**src/rtl/pid_cntrl_param_if.sv**
```systemverilog
// Purpose: sample/control bundle between a PID controller and its client.
// Signals:
//   vld     - err carries a new sample this cycle
//   err     - signed error sample (IN_W)
//   clr_int - synchronous integrator clear
//   pid_out - signed registered control output (OUT_W)
//   out_vld - vld delayed by one clock
//   out_sat - pid_out was clamped this cycle
// Modports: master drives samples and reads results; slave is the controller.
interface pid_cntrl_param_if #(
    parameter int unsigned IN_W  = 16,
    parameter int unsigned OUT_W = 16
);
    logic                    vld;
    logic signed [IN_W-1:0]  err;
    logic                    clr_int;
    logic signed [OUT_W-1:0] pid_out;
    logic                    out_vld;
    logic                    out_sat;

    modport master (
        output vld, err, clr_int,
        input  pid_out, out_vld, out_sat
    );

    modport slave (
        input  vld, err, clr_int,
        output pid_out, out_vld, out_sat
    );
endinterface

```
**src/rtl/pid_cntrl_param.sv**
```systemverilog
// Purpose: parameterised PID controller with saturating error, integrator,
//          D history queue and saturated, registered output.
// Ports:
//   clk   - rising-edge clock
//   rst_n - asynchronous active-low reset
//   bus   - pid_cntrl_param_if slave (vld, err, clr_int in; pid_out,
//           out_vld, out_sat out)
// INT_W is expected to be at least ERR_W+7 so the integrator has headroom.
module pid_cntrl_param #(
    parameter int unsigned IN_W    = 16,
    parameter int unsigned ERR_W   = 10,
    parameter int unsigned INT_W   = 18,
    parameter int unsigned I_SHIFT = 6,
    parameter int unsigned D_DEPTH = 2,
    parameter int unsigned P_COEFF = 14,
    parameter int unsigned D_COEFF = 20,
    parameter int unsigned OUT_W   = 16,
    parameter bit          AW_EN   = 1'b0
) (
    input  logic             clk,
    input  logic             rst_n,
    pid_cntrl_param_if.slave bus
);

    // Coefficients are carried as non-negative 33-bit signed values so the
    // products stay exact for any 32-bit unsigned coefficient.
    localparam int unsigned K_W   = 33;
    localparam int unsigned M_W   = ERR_W + K_W;
    localparam int unsigned SUM_W = ((M_W > INT_W) ? M_W : INT_W) + 2;

    localparam logic signed [K_W-1:0]   P_K     = K_W'(P_COEFF);
    localparam logic signed [K_W-1:0]   D_K     = K_W'(D_COEFF);
    localparam logic signed [IN_W-1:0]  ERR_MAX = {{(IN_W-ERR_W+1){1'b0}}, {(ERR_W-1){1'b1}}};
    localparam logic signed [IN_W-1:0]  ERR_MIN = {{(IN_W-ERR_W+1){1'b1}}, {(ERR_W-1){1'b0}}};
    localparam logic signed [SUM_W-1:0] OUT_MAX = {{(SUM_W-OUT_W+1){1'b0}}, {(OUT_W-1){1'b1}}};
    localparam logic signed [SUM_W-1:0] OUT_MIN = {{(SUM_W-OUT_W+1){1'b1}}, {(OUT_W-1){1'b0}}};

    logic signed [ERR_W-1:0]            err_sat;
    logic signed [ERR_W:0]              d_raw;
    logic signed [ERR_W-1:0]            d_diff;
    logic signed [M_W-1:0]              p_term;
    logic signed [M_W-1:0]              d_term;
    logic signed [INT_W-1:0]            i_term;
    logic signed [SUM_W-1:0]            sum;
    logic signed [INT_W:0]              int_sum;
    logic signed [INT_W-1:0]            int_sat;
    logic                               aw_hold;

    logic signed [INT_W-1:0]            int_q, int_d;
    logic [D_DEPTH-1:0][ERR_W-1:0]      dq_q, dq_d;
    logic signed [OUT_W-1:0]            pid_out_q, pid_out_d;
    logic                               out_sat_q, out_sat_d;
    logic                               out_vld_q;

    // Clamp the incoming error into the ERR_W signed range.
    always_comb begin
        if (bus.err > ERR_MAX) begin
            err_sat = ERR_MAX[ERR_W-1:0];
        end else if (bus.err < ERR_MIN) begin
            err_sat = ERR_MIN[ERR_W-1:0];
        end else begin
            err_sat = bus.err[ERR_W-1:0];
        end
    end

    // D difference against the oldest queued sample, saturated to ERR_W.
    always_comb begin
        d_raw = (ERR_W+1)'(err_sat) - (ERR_W+1)'($signed(dq_q[D_DEPTH-1]));
        if (d_raw[ERR_W] != d_raw[ERR_W-1]) begin
            d_diff = d_raw[ERR_W] ? {1'b1, {(ERR_W-1){1'b0}}} : {1'b0, {(ERR_W-1){1'b1}}};
        end else begin
            d_diff = d_raw[ERR_W-1:0];
        end
    end

    // Full-width P + I + D, then clamp to the output range.
    always_comb begin
        p_term    = M_W'(err_sat) * M_W'(P_K);
        d_term    = M_W'(d_diff) * M_W'(D_K);
        i_term    = int_q >>> I_SHIFT;
        sum       = SUM_W'(p_term) + SUM_W'(i_term) + SUM_W'(d_term);
        out_sat_d = 1'b0;
        pid_out_d = sum[OUT_W-1:0];
        if (sum > OUT_MAX) begin
            pid_out_d = OUT_MAX[OUT_W-1:0];
            out_sat_d = 1'b1;
        end else if (sum < OUT_MIN) begin
            pid_out_d = OUT_MIN[OUT_W-1:0];
            out_sat_d = 1'b1;
        end
    end

    // Integrator: saturating accumulate on vld, clear wins, optional anti-windup
    // skips updates that would push further into the current output clamp.
    always_comb begin
        aw_hold = AW_EN && out_sat_q && (err_sat[ERR_W-1] == pid_out_q[OUT_W-1]);
        int_sum = (INT_W+1)'(int_q) + (INT_W+1)'(err_sat);
        if (int_sum[INT_W] != int_sum[INT_W-1]) begin
            int_sat = int_sum[INT_W] ? {1'b1, {(INT_W-1){1'b0}}} : {1'b0, {(INT_W-1){1'b1}}};
        end else begin
            int_sat = int_sum[INT_W-1:0];
        end
        int_d = int_q;
        if (bus.clr_int) begin
            int_d = '0;
        end else if (bus.vld && !aw_hold) begin
            int_d = int_sat;
        end
    end

    // D history shifts on every vld, including a cycle that also clears.
    always_comb begin
        dq_d = dq_q;
        if (bus.vld) begin
            for (int unsigned i = D_DEPTH - 1; i > 0; i--) begin
                dq_d[i] = dq_q[i-1];
            end
            dq_d[0] = err_sat;
        end
    end

    // State and output registers.
    always_ff @(posedge clk or negedge rst_n) begin
        if (!rst_n) begin
            int_q     <= '0;
            dq_q      <= '0;
            pid_out_q <= '0;
            out_sat_q <= 1'b0;
            out_vld_q <= 1'b0;
        end else begin
            int_q     <= int_d;
            dq_q      <= dq_d;
            pid_out_q <= pid_out_d;
            out_sat_q <= out_sat_d;
            out_vld_q <= bus.vld;
        end
    end

    assign bus.pid_out = pid_out_q;
    assign bus.out_sat = out_sat_q;
    assign bus.out_vld = out_vld_q;

endmodule

```
**src/flat_wrapper.sv**
```systemverilog
// flat-port wrapper written by rule: the top's interface ports become plain ports
module pid_cntrl_param_flat 
#(
    parameter int unsigned IN_W    = 16,
    parameter int unsigned ERR_W   = 10,
    parameter int unsigned INT_W   = 18,
    parameter int unsigned I_SHIFT = 6,
    parameter int unsigned D_DEPTH = 2,
    parameter int unsigned P_COEFF = 14,
    parameter int unsigned D_COEFF = 20,
    parameter int unsigned OUT_W   = 16,
    parameter bit          AW_EN   = 1'b0
)
  (clk, rst_n, bus_vld, bus_err, bus_clr_int, bus_pid_out, bus_out_vld, bus_out_sat);
  pid_cntrl_param_if #(.IN_W(IN_W), .OUT_W(OUT_W)) bus_i ();
  input  logic clk;
  input  logic rst_n;
  input wire logic [$bits(bus_i.vld)-1:0] bus_vld;
  input wire logic [$bits(bus_i.err)-1:0] bus_err;
  input wire logic [$bits(bus_i.clr_int)-1:0] bus_clr_int;
  output wire logic [$bits(bus_i.pid_out)-1:0] bus_pid_out;
  output wire logic [$bits(bus_i.out_vld)-1:0] bus_out_vld;
  output wire logic [$bits(bus_i.out_sat)-1:0] bus_out_sat;
  assign bus_i.vld = bus_vld;
  assign bus_i.err = bus_err;
  assign bus_i.clr_int = bus_clr_int;
  assign bus_pid_out = bus_i.pid_out;
  assign bus_out_vld = bus_i.out_vld;
  assign bus_out_sat = bus_i.out_sat;
  pid_cntrl_param #(.IN_W(IN_W), .ERR_W(ERR_W), .INT_W(INT_W), .I_SHIFT(I_SHIFT), .D_DEPTH(D_DEPTH), .P_COEFF(P_COEFF), .D_COEFF(D_COEFF), .OUT_W(OUT_W), .AW_EN(AW_EN)) u_core (.clk(clk), .rst_n(rst_n), .bus(bus_i));
endmodule
```
**config.mk**
```make
export PLATFORM = sky130hd
export DESIGN_NAME = pid_cntrl_param_flat
export DESIGN_NICKNAME = d
export VERILOG_FILES = /design/src/rtl/pid_cntrl_param_if.sv /design/src/rtl/pid_cntrl_param.sv /design/src/flat_wrapper.sv
export SDC_FILE = /design/constraint.sdc
export NUM_CORES = 1
export LEC_CHECK = 0
export CAP_MARGIN = 20
export CELL_PAD_IN_SITES_DETAIL_PLACEMENT = 1
export CELL_PAD_IN_SITES_GLOBAL_PLACEMENT = 2
export CORE_AREA = 4 4 127 129
export CTS_CLUSTER_SIZE = 28
export DETAILED_ROUTE_END_ITERATION = 10
export DIE_AREA = 0 0 131 133
export GPL_ROUTABILITY_DRIVEN = 0
export PLACE_DENSITY = 0.82
export SYNTH_ARGS = -nofsm -noshare
export SYNTH_HDL_FRONTEND = slang
export SYNTH_SLANG_ARGS = --single-unit
```
**constraint.sdc**
```tcl
create_clock -name clk -period 9.4 [get_ports clk]
set_input_delay 1.41 -clock clk [delete_from_list [all_inputs] [get_ports clk]]
set_output_delay 1.41 -clock clk [all_outputs]
set_load 0.05 [all_outputs]
```
## Word level (Yosys, flattened, before mapping)

Cells that the tools add are included.

- Bits in registers: 56
- Input port bits: 20

- Multiplexer cells: 12
- Multiply operators: 2
- Add/sub/neg operators: 4
- Magnitude comparators: 4
- Eq/ne operators: 2
- Reduce and logical (&&, ||, !) cells: 1

Operators with widths:

| operator | number |
|---|---|
| 18-bit 2-to-1 mux | 4 |
| 45-bit by 16-bit > comparator with 1-bit output, second input constant | 1 |
| 45-bit by 16-bit less-than comparator with 1-bit output, second input constant | 1 |
| 10-bit 2-to-1 mux | 4 |
| 16-bit 2-to-1 mux | 2 |
| 10-bit by 4-bit multiplier with 14-bit output, second input constant | 2 |
| 18-bit by 10-bit adder with 19-bit output | 1 |
| 16-bit by 16-bit adder with 17-bit output | 1 |
| 15-bit by 12-bit adder with 16-bit output | 1 |
| 16-bit by 10-bit > comparator with 1-bit output, second input constant | 1 |
| 16-bit by 10-bit less-than comparator with 1-bit output, second input constant | 1 |
| 10-bit by 10-bit subtractor with 11-bit output | 1 |
| 1-bit 2-to-1 mux | 2 |
| 1-bit inequality test | 2 |
| 2-bit nonzero test | 1 |

## Depth between registers and ports, before layout

- Depth in word-level cells: 11
- Gate-level depth with buffers: 37

## Least setup slack after synthesis

Ideal clock, no wire load.

- Path kind: input to register
- Start point: input port bus_err[15]
- End point: register u_core.pid_out_q[11] (netlist: u_core.bus.pid_out[11])
- Setup slack: 0.415 ns
- Data required time: 9.277 ns
- Stages: 37
- Arrival: 8.862 ns
- Path through: clkbuf_1 > a21oi_1 > o21a_1 > inv_1 > ha_1 > fa_1 > nor2b_1 > o21ai_0 > a21boi_0 > o221ai_1 > a21oi_1 > o32ai_1 > ha_1 > nor2_1 > a21o_1 > ha_1 > ha_1 > fa_1 > a21o_1 > a21oi_1 > o21bai_1 > a21oi_1 > nor2b_1 > o21a_1 > o21ai_0 > o21ai_0 > fa_1 > inv_1 > ha_1 > nand3_1 > a211oi_1 > nor3_1 > or3_1 > clkbuf_1 > nor2_2 > buf_4 > a21oi_1

- Word-level cells in the longest chain between the ends: 11
- Elaborated cells on any way between the ends: 16
- Those cells by class: add/sub: 3; mul: 2; order compare: 4; eq/ne: 1; mux: 6

Ends and longest elaborated chain:

| what | line | RTL |
|---|---|---|
| start, declared | flat_wrapper.sv:19 | `input wire logic [$bits(bus_i.err)-1:0] bus_err;` |
| 16-bit by 10-bit less-than comparator with 1-bit output | pid_cntrl_param.sv:59 | `end else if (bus.err < ERR_MIN) begin` |
| 10-bit 2-to-1 mux | pid_cntrl_param.sv:59 |  |
| 10-bit 2-to-1 mux * | pid_cntrl_param.sv:57 | `if (bus.err > ERR_MAX) begin` |
| named net u_core.err_sat[0] | pid_cntrl_param.sv:38 | `logic signed [ERR_W-1:0] err_sat;` |
| 10-bit by 10-bit subtractor with 11-bit output | pid_cntrl_param.sv:68 | `d_raw = (ERR_W+1)'(err_sat) - (ERR_W+1)'($signed(dq_q[D_DEPTH-1]));` |
| 10-bit 2-to-1 mux or 1-bit inequality test (tied branches) | pid_cntrl_param.sv:70, pid_cntrl_param.sv:69 |  |
| 10-bit 2-to-1 mux | pid_cntrl_param.sv:69 | `if (d_raw[ERR_W] != d_raw[ERR_W-1]) begin` |
| 10-bit by 4-bit multiplier with 14-bit output | pid_cntrl_param.sv:79 | `d_term = M_W'(d_diff) * M_W'(D_K);` |
| 16-bit by 16-bit adder with 17-bit output * | pid_cntrl_param.sv:81 | `sum = SUM_W'(p_term) + SUM_W'(i_term) + SUM_W'(d_term);` |
| 45-bit by 16-bit less-than comparator with 1-bit output | pid_cntrl_param.sv:87 | `end else if (sum < OUT_MIN) begin` |
| 16-bit 2-to-1 mux | pid_cntrl_param.sv:87 |  |
| 16-bit 2-to-1 mux * | pid_cntrl_param.sv:84 | `if (sum > OUT_MAX) begin` |
| named net u_core.pid_out_d[11] | pid_cntrl_param.sv:51 | `logic signed [OUT_W-1:0] pid_out_q, pid_out_d;` |
| end signal, assigned | pid_cntrl_param.sv:133 | `pid_out_q <= pid_out_d;` |
| end, declared | pid_cntrl_param.sv:51 |  |

Mark *: on every way through the listed nets, which the timed path passes. The rest lies on a longest branch.
A chain may end at the register's enable or synchronous reset.

## Worst setup path in the final report

- Start point: input port bus_err[9]
- End point: register u_core.pid_out_q[4] (netlist: u_core.bus.pid_out[4])

The elaborated chain is that of the path after synthesis.

==> impl_metrics.tcl <==
set metrics [dict create \
    synth_cell_types 66 \
    yosys-top-cells-area "dfrtp_1, ha_1, fa_1, xnor2_1, inv_1" \
    synth_cells 613 \
    cp.required_ps 9590 \
    antenna_left 0 \
    clock.fmax_mhz 113 \
    clockBufferDepth 2 \
    routed_wirelength_um 15100 \
    cts_tree "done" \
    synth_top_family_by_area "adder cells" \
    cts_inserted_buffers 5 \
    antenna_found_initial 0 \
    core_um2 15000 \
    slew_violations 0 \
    gr-usage-met2_pct 31.6 \
    io_pins 38 \
    syn_avg_cell_area_um2 9.34 \
    clockRootBuffer "clkbuf_16" \
    n_antenna_cell 0 \
    whs_ps 483 \
    layout_worst_path_cycle_share_pct 94.3 \
    seq_area_frac_synth_pct 24.5 \
    busiest_layer "met2" \
    start_kind "primary input" \
    crit_family "compound AO/OA/AOI/OAI gates" \
    htreeDepth 2 \
    cp.arrival_ps 9060 \
    worst_pin_slew_ps 752 \
    hold_class "reg -> reg" \
    initial_utilization_pct 38.1 \
    setup_viol 0 \
    drive_above_1_share_pct 11.4 \
    synth_area_um2 5720 \
    grt_pass1_vias 5089 \
    num-fill-cells 1747 \
    synth-compound-area-share_pct 21.1 \
    yosysTopAreaCellShare_pct 24.5 \
    die_h_um 133 \
    synth-async-reset-ratio_pct 100 \
    use_met1_pct 22.2 \
    endpoint_kind "flip-flop" \
    clk_pin_slew_worst_paths_ps 70 \
    cp.buffers_inverters 6 \
    crit_slowest_cell "clkdlybuf4s50_1" \
    fin_crit_ps 8860 \
    rows 45 \
    synth-simple-area-share_pct 9.73 \
    grt_max_degree 57 \
    via_per_inst 5.36 \
    die_w_um 131 \
    die_area_um2 17400 \
    status "complete, no violations" \
    ctsHoldBuffers 0 \
    relSlewSlack_pct 49.8 \
    hold_viol_final 0 \
    grt_pass1_wl_um 24900 \
    synth_top_area_cell "dfrtp_1" \
    critPathKind "in -> reg" \
    area_delta_synth_final_pct 17.2 \
    path_max_fanout 13 \
    insertion_delay_ps 310 \
    layout.nets 804 \
    synthMuxAreaShare_pct 2.51 \
    synth_xor_xnor_area_share_pct 8.39 \
    vias 4637 \
    synthAdderAreaFrac_pct 27.2 \
    yosys_register_bits 56 \
    synth-main-ff-cell "dfrtp_1" \
    cpMostUsedCell "ha_1" \
    synth_edf_count 0 \
    syn_nets 741 \
    wire_per_inst_um 17.4 \
    dp_cells 855 \
    max_stage_delay_ps 540 \
    fin_worst_skew_ps 5.80 \
    drt-initial-drc-count 230 \
    cts_sinks 56 \
    dr.pass1.iters 4 \
    gr-total-overflow 0 \
    io_buffer_count 37 \
    yosysWarnings 0 \
    maxCapViolations 0 \
    hpwl_um 12100 \
    fin_cells 865 \
    drc_errors 0 \
    grt_usage_pct 18.0 \
    grt_util_met3_pct 3.88 \
]
cell usage after synthesis (all sizes together), types with 2 or more instances:
cell type / n
a2111oi: 2
inv: 81
dfrtp: 56
a41oi: 2
nand3: 6
o21bai: 5
nor3: 10
nor2b: 11
nor3b: 2
or3: 3
fa: 26
buf: 4
a31o: 4
a211oi: 4
clkbuf: 9
o21ai: 32
a221o: 14
nor2: 27
or4: 2
nand2b: 4
a21oi: 47
o21a: 17
o31ai: 5
mux2i: 2
nor4: 3
nand2: 35
xor2: 18
and2: 2
a21o: 24
mux2: 11
or2: 3
xnor2: 36
ha: 82
a31oi: 2
and3: 3
o211ai: 2
state kept, by name (all words and copies together), names as in the netlist:
| signal | flops |
|---|---|
| u_core.bus.out_sat | 1 |
| u_core.bus.out_vld | 1 |
| u_core.bus.pid_out | 16 |
| u_core.dq_q | 20 |
| u_core.int_q | 18 |
tightest hold or removal path, stage by stage (launching register included):
cell and delay (ps):
dfrtp_1 340, nand2_1 50, o21ai_0 60
cell families after synthesis:
family,Yosys count
simple gates,113
buf+inv,94
compound gates,174
xor+xnor,54
mux,13
flops,56
fa+ha+maj,109
through the flow:
| stage | TNS (ps) | setup slack (ps) | util (%) | cell area, um^2 |
|---|---|---|---|---|
| 3_5_place_dp | -857 | -67.8 | 43.2 | 6490 |
| 4_1_cts | 0 | 170 | 44.2 | 6640 |
| 6_report | 0 | 539 | 44.6 | 6710 |
| 3_3_place_gp | 0 | 212 | 43.2 | 6490 |
| 2_1_floorplan | 0 | 415 | - | 5720 |
| 5_1_grt | -317 | -46.2 | 44.6 | 6710 |
repair_timing:
action | CTS | global route
setup buffers | 0 | 2
setup endpoints to repair | 0 | 17
hold endpoints to repair | 0 | 0
resized for setup | 0 | 13
final cells by class:
class | instances | area, um^2 | area share [%]
multi-input combinational | 463 | 4000 | 59.6
sequential | 56 | 1400 | 20.9
timing repair buffer | 69 | 618 | 9.21
inverter | 81 | 304 | 4.53
tap | 188 | 235 | 3.50
clock buffer | 6 | 139 | 2.07
clock inverter | 2 | 13.8 | 0.205
final timing paths:
path	startpoint	to	slack, ps	cells past startpoint
worst max-delay path	bus_err[9]	u_core.bus.pid_out[4]	540	37
worst min-delay path	u_core.dq_q[2]	u_core.dq_q[12]	480	2
worst max register to register	u_core.dq_q[10]	u_core.bus.pid_out[4]	2390	33
worst min register to register	u_core.dq_q[2]	u_core.dq_q[12]	480	2
max in group asynchronous	rst_n	u_core.dq_q[15]	7650	2
min in group asynchronous	rst_n	u_core.bus.pid_out[11]	1230	2
cells in the final DEF, fill, tap and decap left out, drive strengths merged, types with 4 or more instances in the layout:
cell type      synthesis  layout
ha                    82      82
inv                   81      82
dfrtp                 56      56
a21oi                 47      47
clkdlybuf4s50          0      36
xnor2                 36      36
nand2                 35      35
buf                    4      33
o21ai                 32      32
nor2                  27      27
fa                    26      26
a21o                  24      24
xor2                  18      18
o21a                  17      17
a221o                 14      14
nor2b                 11      11
mux2                  11      11
nor3                  10      10
nand3                  6       6
clkbuf                 9       6
o31ai                  5       5
o21bai                 5       5
nand2b                 4       4
a31o                   4       4
a211oi                 4       4
per-layer routing:
metal / vias to the layer above / part of all wire, %
li1: 2270 / -
met1: 2274 / 44
met2: 72 / 51
met3: 21 / 3.2
met4: 0 / 1.8
met5: - / 0
Power is left out: the tool's default activity adds up to more than one toggle a clock period on the data nets, which glitch-free logic cannot reach.
